<file path="config.mk">
export PLATFORM = sky130hd
export DESIGN_NAME = clock_group_sequencer
export DESIGN_NICKNAME = d
export VERILOG_FILES = /design/src/rtl/clock_group_sequencer.sv
export SDC_FILE = /design/constraint.sdc
export NUM_CORES = 1
export LEC_CHECK = 0
export ABC_CLOCK_PERIOD_IN_PS = 2100
export BUFFER_PORTS_ARGS = -buffer_cell sky130_fd_sc_hd__buf_2
export CAP_MARGIN = 15
export CORE_UTILIZATION = 56
export CTS_CLUSTER_SIZE = 30
export DETAILED_ROUTE_END_ITERATION = 6
export GPL_TIMING_DRIVEN = 0
export PLACE_DENSITY = 0.81
export SLEW_MARGIN = 20
export SYNTH_ARGS = -nofsm -noshare
export SYNTH_HDL_FRONTEND = slang
export SYNTH_SLANG_ARGS = --single-unit
</file>
<file path="constraint.sdc">
create_clock -name clock -period 2.1 [get_ports clock]
set_input_delay 0.105 -clock clock [delete_from_list [all_inputs] [get_ports clock]]
set_output_delay 0.105 -clock clock [all_outputs]
set_load 0.01 [all_outputs]
</file>
<file path="src/rtl/clock_group_sequencer.sv">
// Clock-group node: passes the source clock to N member domains, releases
// member resets one at a time after boot, and runs software-requested
// per-member reset cycles (gate clock, assert reset, hold, re-enable clock,
// staggered release).
module clock_group_sequencer #(
    parameter int N_MEMBERS   = 4,
    parameter int SYNC_STAGES = 2,
    parameter int GAP_CYCLES  = 8,
    parameter int HOLD_CYCLES = 16
) (
    input  logic                 clock,
    input  logic                 reset,
    output logic                 auto_out_clock,
    output logic [N_MEMBERS-1:0] member_reset,
    output logic [N_MEMBERS-1:0] member_clk_en,
    input  logic                 soft_req_valid,
    input  logic [N_MEMBERS-1:0] soft_req_mask,
    output logic                 soft_req_ready,
    output logic                 soft_done,
    output logic                 all_released,
    output logic [2:0]           fsm_state
);

    localparam int MAX_CYCLES = (GAP_CYCLES > HOLD_CYCLES) ? GAP_CYCLES : HOLD_CYCLES;
    localparam int CNT_W      = $clog2(MAX_CYCLES + 1);
    localparam int IDX_W      = (N_MEMBERS > 1) ? $clog2(N_MEMBERS) : 1;

    localparam logic [CNT_W-1:0] GAP_LOAD  = CNT_W'(GAP_CYCLES);
    localparam logic [CNT_W-1:0] HOLD_LOAD = CNT_W'(HOLD_CYCLES);
    localparam logic [IDX_W-1:0] LAST_IDX  = IDX_W'(N_MEMBERS - 1);

    typedef enum logic [2:0] {
        SYNC    = 3'd0,
        RELEASE = 3'd1,
        WAIT    = 3'd2,
        IDLE    = 3'd3,
        GATE    = 3'd4,
        HOLD    = 3'd5
    } state_t;

    state_t                 state, state_n;
    logic [SYNC_STAGES-1:0] sync_q;
    logic [IDX_W-1:0]       idx, idx_n;
    logic [CNT_W-1:0]       cnt, cnt_n;
    logic [N_MEMBERS-1:0]   act_mask, mask_n;
    logic [N_MEMBERS-1:0]   mreset_n, clken_n;
    logic                   done_n;
    logic                   soft_active, soft_n;
    logic                   phase, phase_n;

    // The clock itself is never gated here; members gate locally with clk_en.
    assign auto_out_clock = clock;

    // Handshake: a soft request transfers on a rising edge where both
    // soft_req_valid and soft_req_ready are high; soft_req_mask is sampled on
    // that edge. Valid while not ready is dropped, never queued or remembered.
    assign soft_req_ready = (state == IDLE);
    assign all_released   = (state == IDLE);
    assign fsm_state      = state;

    // Reset-deassertion synchroniser: ones while reset is high, then shifts in 0.
    always_ff @(posedge clock or posedge reset) begin
        if (reset) begin
            sync_q <= '1;
        end else begin
            sync_q <= {sync_q[SYNC_STAGES-2:0], 1'b0};
        end
    end

    // State and registered-output update.
    always_ff @(posedge clock or posedge reset) begin
        if (reset) begin
            state         <= SYNC;
            idx           <= '0;
            cnt           <= '0;
            act_mask      <= '1;
            member_reset  <= '1;
            member_clk_en <= '1;
            soft_done     <= 1'b0;
            soft_active   <= 1'b0;
            phase         <= 1'b0;
        end else begin
            state         <= state_n;
            idx           <= idx_n;
            cnt           <= cnt_n;
            act_mask      <= mask_n;
            member_reset  <= mreset_n;
            member_clk_en <= clken_n;
            soft_done     <= done_n;
            soft_active   <= soft_n;
            phase         <= phase_n;
        end
    end

    // Next-state and next-output decode.
    always_comb begin
        state_n  = state;
        idx_n    = idx;
        cnt_n    = cnt;
        mask_n   = act_mask;
        mreset_n = member_reset;
        clken_n  = member_clk_en;
        done_n   = 1'b0;
        soft_n   = soft_active;
        phase_n  = phase;

        case (state)
            SYNC: begin
                if (!sync_q[SYNC_STAGES-1]) begin
                    state_n = RELEASE;
                    idx_n   = '0;
                    mask_n  = '1;
                end
            end

            RELEASE: begin
                // Clock enables are already 1 here, so reset never falls gated.
                if (act_mask[idx]) begin
                    mreset_n[idx] = 1'b0;
                end
                if (idx == LAST_IDX) begin
                    state_n = IDLE;
                    idx_n   = '0;
                    if (soft_active) begin
                        done_n = 1'b1;
                        soft_n = 1'b0;
                    end
                end else if (act_mask[idx] && (GAP_CYCLES != 0)) begin
                    cnt_n   = GAP_LOAD;
                    state_n = WAIT;
                end else begin
                    idx_n = idx + IDX_W'(1);
                end
            end

            WAIT: begin
                // Saturating countdown: leave on 1 so the counter never wraps.
                if (cnt <= CNT_W'(1)) begin
                    cnt_n   = '0;
                    idx_n   = idx + IDX_W'(1);
                    state_n = RELEASE;
                end else begin
                    cnt_n = cnt - CNT_W'(1);
                end
            end

            IDLE: begin
                if (soft_req_valid) begin
                    if (|soft_req_mask) begin
                        mask_n  = soft_req_mask;
                        clken_n = member_clk_en & ~soft_req_mask;
                        soft_n  = 1'b1;
                        phase_n = 1'b0;
                        state_n = GATE;
                    end else begin
                        // Empty request: nothing to do, just acknowledge.
                        done_n = 1'b1;
                    end
                end
            end

            GATE: begin
                // Two cycles of gated clock before reset goes up, so reset
                // always rises while the member clock is stopped.
                if (phase) begin
                    mreset_n = member_reset | act_mask;
                    cnt_n    = HOLD_LOAD;
                    phase_n  = 1'b0;
                    state_n  = HOLD;
                end else begin
                    phase_n = 1'b1;
                end
            end

            HOLD: begin
                // Clock runs during the hold so member logic sees reset clocked.
                clken_n = member_clk_en | act_mask;
                if (cnt <= CNT_W'(1)) begin
                    cnt_n   = '0;
                    idx_n   = '0;
                    state_n = RELEASE;
                end else begin
                    cnt_n = cnt - CNT_W'(1);
                end
            end

            default: begin
                state_n = SYNC;
            end
        endcase
    end

endmodule

</file>
==> flow_metrics.py, run 1 <==
metrics = {
    "grt": {
        "grt_pass1_vias": 1203,
        "globalRouteOverflowTotal": 0,
        "grt_pass1_wl_microns": 5230,
        "antenna_found_initial": 0,
        "grt.total_usage_pct": 25.3,
        "grt_max_degree": 28,
    },
    "synth": {
        "syn_nets": 171,
        "synth_edf_count": 0,
        "synthDistinctLibCells": 46,
        "ys_ff_latch": 27,
        "yosysWarnings": 0,
        "syn_inst": 158,
        "syn_avg_cell_area_sq_um": 9.87,
        "synth_area_sq_um": 1560,
        "synth-seq-area-share_pct": 44.5,
        "synth_top_area_cell": "dfstp_2",
        "yosysMostFrequentCell": "nand2_1",
        "netlist.area_leader.share_pct": 23.6,
        "synth_commonest_cells": "nand2_1 (18), dfstp_2 (14), a21oi_1 (13), dfrtp_1 (13), o21ai_0 (11)",
        "ys_async_sr_fraction_pct": 100,
        "synthFlopType": "dfstp_2",
        "netlist_top_cells_area": "dfstp_2 (24%), dfrtp_1 (21%), ha_1 (4.8%), nand2_1 (4.3%), a21oi_1 (4.2%)",
    },
    "sta": {
        "final.min_clock_period_ns": 1.95,
        "finalMaxSlewViolations": 0,
        "setup_viol": 0,
        "setup_tns_ns": 0,
        "tightest_slew_ns": 0.913,
        "rsz0062_at_grt": "false",
        "max_slew_margin_pct": 38.8,
        "period_share_pct": 92.7,
        "fin_worst_skew_ns": 0.00207,
        "max_clock_freq_ghz": 0.514,
        "hold_violations": 0,
    },
    "critical_path": {
        "r2r-start": "idx[0]$_DFFE_PP0P_",
        "cp-start-kind": "flip-flop",
        "critPathMaxFanout": 6,
        "critPathLaunch": "idx[0]$_DFFE_PP0P_",
        "ff2ff_setup_slack_ns": 0.15,
        "critPathKind": "flip-flop to flip-flop",
        "r2r_cells": 6,
        "critPathCaptureType": "flip-flop",
        "cp_data_required_time_ns": 2.44,
        "arrival_ns": 2.29,
        "r2r_end": "idx[0]$_DFFE_PP0P_",
    },
    "floorplanning": {
        "dieHeight_microns": 54.8,
        "die-area_sq_um": 3000,
        "fp.dieW_microns": 54.8,
        "rows": 18,
        "core_sq_um": 2540,
        "initial_core_util_pct": 61.3,
        "ios": 22,
    },
    "routing": {
        "dr.pass1.iters": 4,
        "wl_per_cell_microns": 15.4,
        "drt_first_iter_violations": 36,
        "drc_errors": 0,
        "vias": 1351,
        "ant_nets": 0,
        "routed_wl_microns": 3430,
        "avgViaCountPerCell": 6.06,
    },
    "finish": {
        "area_delta_synth_final_pct": 17.2,
        "nNetsFinal": 207,
        "drive_above_1_share_pct": 29.5,
        "post-route-util_pct": 71.8,
        "n_antenna_cell": 0,
    },
    "pwr": {
        "p_total_mw": 2.77,
        "power_density_nw_per_um2": 1520,
        "irDropWorstVdd_uv": 943,
        "leakagePower_nw": 0.800,
    },
    "clock_tree": {
        "cts_tree": "yes",
        "path_clk_slew_ns": 0.15,
        "clkLatencyLatePin_ns": 0.44,
    },
    "placement": {
        "io_buffers": 21,
        "hpwl_microns": 2410,
        "gp_congestion": 0.821,
    },
    "outcome": {
        "status": "completed",
    },
    "hold_path": {
        "hp-class": "input pin to async pin",
    },
    "run": {
        "drv_cap": 0,
    },
}
-- power breakdown --
part	switching, mW	leakage (nW)	internal [mW]
logic	0.834	0.447	0.640
clock network	0.195	0.0403	0.170
registers	0.165	0.312	0.764
total	1.19	0.800	1.57
-- placed cells by master (no fill, tap or decap), types with 3 or more instances in the layout --
master         count
dlygate4sd3_1      7
dfstp_2           14
nand2_1           18
nand3b_1           3
clkbuf_1           3
buf_2             23
clkbuf_4           6
nor3b_1            3
a21oi_1           13
a22o_1             6
nor2_1            10
dfrtp_1           13
o22a_1             4
ha_1               6
nand3_1            4
o21ai_0           11
inv_1              7
nor3_1             5
-- logic make-up (layout without fill, tap and decap cells) --
logic type	count (synthesis)	in the layout	share of synthesized area (%)
AND/OR/NAND/NOR	55	55	18.1
AO/OA/AOI/OAI	47	47	22.5
flip-flops	27	27	44.5
buffers and inverters	16	51	4.98
adder cells (fa/ha/maj)	6	6	4.82
multiplexers	5	5	4.41
other	1	1	0.241
XOR/XNOR	1	1	0.562
-- flip-flops by register name, indices dropped and copies added, names as in the netlist --
| register | flops |
|---|---|
| idx | 2 |
| member_reset | 4 |
| fsm_state | 3 |
| soft_active | 1 |
| act_mask | 4 |
| cnt | 5 |
| sync_q | 2 |
| soft_done | 1 |
| member_clk_en | 4 |
| phase | 1 |
-- what timing repair did --
item | 4_1_cts | 5_1_grt
endpoints found under the hold margin | 22 | 0
setup endpoints to repair | 0 | 2
hold buffers | 7 | 0
gates resized for setup | 0 | 1
buffers inserted | 0 | 0
-- metal layers --
layer	track usage, %	up-vias	part of all wire [%]
li1	-	643	-
met1	31.1	675	44
met2	41.6	28	52
met3	3.89	5	2.5
met4	15.0	0	1.5
met5	0	-	0
-- worst max-delay path, cell delays in order (launching register included) --
cell and delay, ns:
dfrtp_1 0.44, buf_6 0.15, mux4_2 0.53, and2_4 0.21, nand2_4 0.07, o2111ai_4 0.13, mux2_4 0.32
-- per-stage QoR --
| stage | cells | cell area, sq um | hold WS [ns] | setup slack, ns |
|---|---|---|---|---|
| final | 223 | 1830 | 0.278 | 0.153 |
| after global routing | 223 | 1830 | 0.361 | 0.0299 |
| after global placement | 209 | 1700 | 0.286 | 0.226 |
| after floorplan | 158 | 1560 | 0.147 | 0.294 |
| after detailed placement | 209 | 1700 | 0.286 | 0.196 |
| after CTS | 223 | 1820 | 0.354 | 0.0440 |
-- worst max-delay path by stage --
stage                          to  slack, ns  cells past startpoint
5_1_grt        idx[0]$_DFFE_PP0P_       0.03                      6
4_1_cts            soft_req_ready       0.04                      5
3_3_place_gp   idx[0]$_DFFE_PP0P_       0.23                      6
3_5_place_dp   idx[0]$_DFFE_PP0P_       0.20                      6
2_1_floorplan  idx[0]$_DFFE_PP0P_       0.29                      6
6_report       idx[0]$_DFFE_PP0P_       0.15                      6
-- layout make-up --
cell class	count	area, sq um
sequential	27	693
inverter	8	30.0
clock buffer	7	50.0
clock inverter	1	5.00
buffer	8	47.5
fill	192	718
multi-input combinational	115	793
timing repair buffer	27	170
tap	30	37.5
Power figures use the tool's default switching activity.
==> inputs of run 2 (changes only) <==
- ABC_AREA: unset -> 1
- CORE_UTILIZATION: 56 -> 57
- PLACE_DENSITY: 0.81 -> 0.82
==> run 2 against run 1 <==
Hold slack worse by 0.0084 ns. Flip-flop and latch count unchanged. Power decreased by 0.71%. Global-route usage down 1.7 points. Register-to-register slack better by 0.48 ns. Sequential power is 3.1% higher. Cell count grew 22%. Critical path depth down 2. Clock skew rose by 0.0028 ns. First-iteration DRC count increased by 33%. Critical path type is now clock port to output port. Critical endpoint is now auto_out_clock. Largest cell class unchanged. Largest power group unchanged. Highest routed layer unchanged.
==> flow_metrics.py, run 2 <==
metrics = {
    "outcome": {
        "status": "completed",
    },
    "synth": {
        "synthDistinctLibCells": 29,
        "netlist.area_leader.share_pct": 22.5,
        "synthFlopType": "dfstp_2",
        "synth_top_area_cell": "dfstp_2",
        "netlist_top_cells_area": "dfstp_2 (22%), dfrtp_1 (20%), nand2_1 (14%), nand3_1 (6.7%), ha_1 (4.6%)",
        "synth-seq-area-share_pct": 42.4,
        "syn_inst": 206,
        "synth_area_sq_um": 1640,
        "synth_edf_count": 0,
        "ys_ff_latch": 27,
        "syn_avg_cell_area_sq_um": 7.94,
        "yosysMostFrequentCell": "nand2_1",
        "ys_async_sr_fraction_pct": 100,
        "yosysWarnings": 0,
        "synth_commonest_cells": "nand2_1 (60), nand3_1 (22), nor2_1 (17)",
        "syn_nets": 219,
    },
    "routing": {
        "avgViaCountPerCell": 5.21,
        "routed_wl_microns": 3250,
        "drc_errors": 0,
        "dr.pass1.iters": 5,
        "drt_first_iter_violations": 48,
        "vias": 1411,
        "wl_per_cell_microns": 12.0,
        "ant_nets": 0,
    },
    "sta": {
        "setup_ws_ns": 0.483,
        "max_slew_margin_pct": 39.6,
        "fin_worst_skew_ns": 0.00485,
        "finalMaxSlewViolations": 0,
        "setup_viol": 0,
        "rsz0062_at_grt": "false",
        "hold_violations": 0,
        "tightest_slew_ns": 0.900,
        "setup_tns_ns": 0,
    },
    "floorplanning": {
        "ios": 22,
        "core_sq_um": 2730,
        "initial_core_util_pct": 59.9,
        "dieHeight_microns": 55.6,
        "rows": 19,
        "fp.dieW_microns": 55.6,
        "die-area_sq_um": 3090,
    },
    "finish": {
        "fill_cells": 225,
        "final_common_cell": "nand2_1",
        "n_antenna_cell": 0,
        "largest_reg_flops": 5,
        "nNetsFinal": 254,
        "area_delta_synth_final_pct": 15.6,
        "top_register": "cnt",
        "post-route-util_pct": 69.2,
        "layout_common_cells": "nand2_1 (60), nand3_1 (22), buf_2 (21), nor2_1 (17), inv_1 (15)",
        "drive_above_1_share_pct": 29.6,
        "post-route-cell-area_sq_um": 1890,
    },
    "critical_path": {
        "critPathCaptureType": "output port",
        "crit_chain": "clkbuf_4, clkbuf_4, buf_4, buf_2",
        "critPathLaunch": "clock",
        "cp_slowest_stage_delay_ns": 0.12,
        "cp-start-kind": "clock port",
        "cp_data_required_time_ns": 2.00,
        "r2r_end": "member_reset[3]$_DFFE_PP1P_",
        "critPathKind": "clock port to output port",
        "r2r_cells": 8,
        "crit_top_cell": "clkbuf_4",
        "r2r-start": "idx[0]$_DFFE_PP0P_",
        "ff2ff_setup_slack_ns": 0.63,
        "critPathMaxFanout": 2,
        "arrival_ns": 1.51,
        "crit_slowest_cell": "clkbuf_4",
    },
    "pwr": {
        "leakagePower_nw": 1.00,
        "power_frac_clock_pct": 13.6,
        "p_int_mw": 1.48,
        "swShare_pct": 46.1,
        "switchingPower_mw": 1.27,
        "power_density_nw_per_um2": 1450,
        "irDropWorstVdd_uv": 1100,
        "power_frac_seq_pct": 34.9,
        "p_total_mw": 2.75,
        "power_frac_comb_pct": 51.5,
    },
    "placement": {
        "io_buffers": 21,
        "gp_congestion": 0.885,
        "postPlaceCellArea_sq_um": 1780,
        "pre_cts_ws_ns": 0.661,
        "hpwl_microns": 2320,
    },
    "grt": {
        "grt_max_degree": 28,
        "grt_pass1_wl_microns": 5700,
        "grt_pass1_vias": 1379,
        "globalRouteOverflowTotal": 0,
        "grt.total_usage_pct": 23.7,
        "antenna_found_initial": 0,
    },
    "clock_tree": {
        "cts_tree": "yes",
        "cts_setup_buffers": 0,
        "clkLatencyLatePin_ns": 0.44,
        "path_clk_slew_ns": 0.16,
    },
    "run": {
        "drv_cap": 0,
    },
    "hold_path": {
        "hp-class": "input pin to async pin",
    },
}
==> run 2: cell types whose count changed in the layout (fill, tap and decap cells not counted), sizes merged, moves of 4 or more <==
cell / delta
nand2: +49
nand3: +23
inv: +15
a21oi: -12
nor2: +12
nand4: +7
a22o: -6
nor3: -5
o22a: -4
==> run 2: layout make-up <==
| type | instances | area, sq um | share of cell area [%] |
|---|---|---|---|
| timing repair buffer | 26 | 160 | 8.47 |
| buffer | 4 | 33.8 | 1.79 |
| clock buffer | 7 | 50.0 | 2.65 |
| multi-input combinational | 153 | 827 | 43.7 |
| sequential | 27 | 693 | 36.6 |
| clock inverter | 1 | 6.26 | 0.331 |
| tap | 31 | 38.8 | 2.05 |
| inverter | 22 | 82.6 | 4.37 |
==> run 2: routing by layer <==
layer | vias up | GRT usage (%) | share of wire, %
met2 | 27 | 38.0 | 48
met3 | 5 | 2.33 | 2.9
li1 | 733 | - | -
met4 | 0 | 15.0 | 1.8
met1 | 646 | 30.7 | 47
met5 | - | 0 | 0
==> run 2: cell families (layout without fill, tap and decap cells) <==
| kind of cell | count (synthesis) | after routing | synth area share (%) |
|---|---|---|---|
| other | 1 | 1 | 0.229 |
| buffers and inverters | 26 | 60 | 7.11 |
| XOR/XNOR | 2 | 2 | 1.07 |
| AND/OR/NAND/NOR | 125 | 125 | 37.6 |
| adder cells (fa/ha/maj) | 6 | 6 | 4.59 |
| flip-flops | 27 | 27 | 42.4 |
| AO/OA/AOI/OAI | 19 | 19 | 7.03 |
==> run 2: power by group through the flow <==
stage / Combinational (mW) / Sequential [mW] / Clock (mW)
after floorplan: 1.05 / 0.979 / 0.0392
after global placement: 1.38 / 0.958 / 0.0544
after detailed placement: 1.40 / 0.967 / 0.0544
after CTS: 1.42 / 0.956 / 0.379
after global routing: 1.63 / 0.987 / 0.410
final: 1.42 / 0.958 / 0.373
==> run 2: stage by stage <==
stage	hold slack, ns	instances
6_report	0.270	271
5_1_grt	0.338	271
4_1_cts	0.370	271
3_5_place_dp	0.286	258
3_3_place_gp	0.286	258
2_1_floorplan	0.147	206
==> run 2: repair_timing <==
action | CTS | global route
endpoints found under the setup margin | 0 | 0
resized for setup | 0 | 0
hold endpoints to repair | 22 | 0
hold buffers | 6 | 0
==> run 2: worst max-delay path by stage <==
stage / cells past startpoint / slack (ns) / endpoint
floorplan: 9 / 0.76 / cnt[1]$_DFFE_PP0P_
finish: 4 / 0.48 / auto_out_clock
CTS: 4 / 0.48 / auto_out_clock
global route: 4 / 0.42 / soft_req_ready
global placement: 8 / 0.68 / member_reset[3]$_DFFE_PP1P_
detailed placement: 9 / 0.66 / cnt[1]$_DFFE_PP0P_
==> run 2: worst max-delay path, delay by kind of cell <==
kind | cells | cell delay (ns)
buffers and inverters | 4 | 0.46
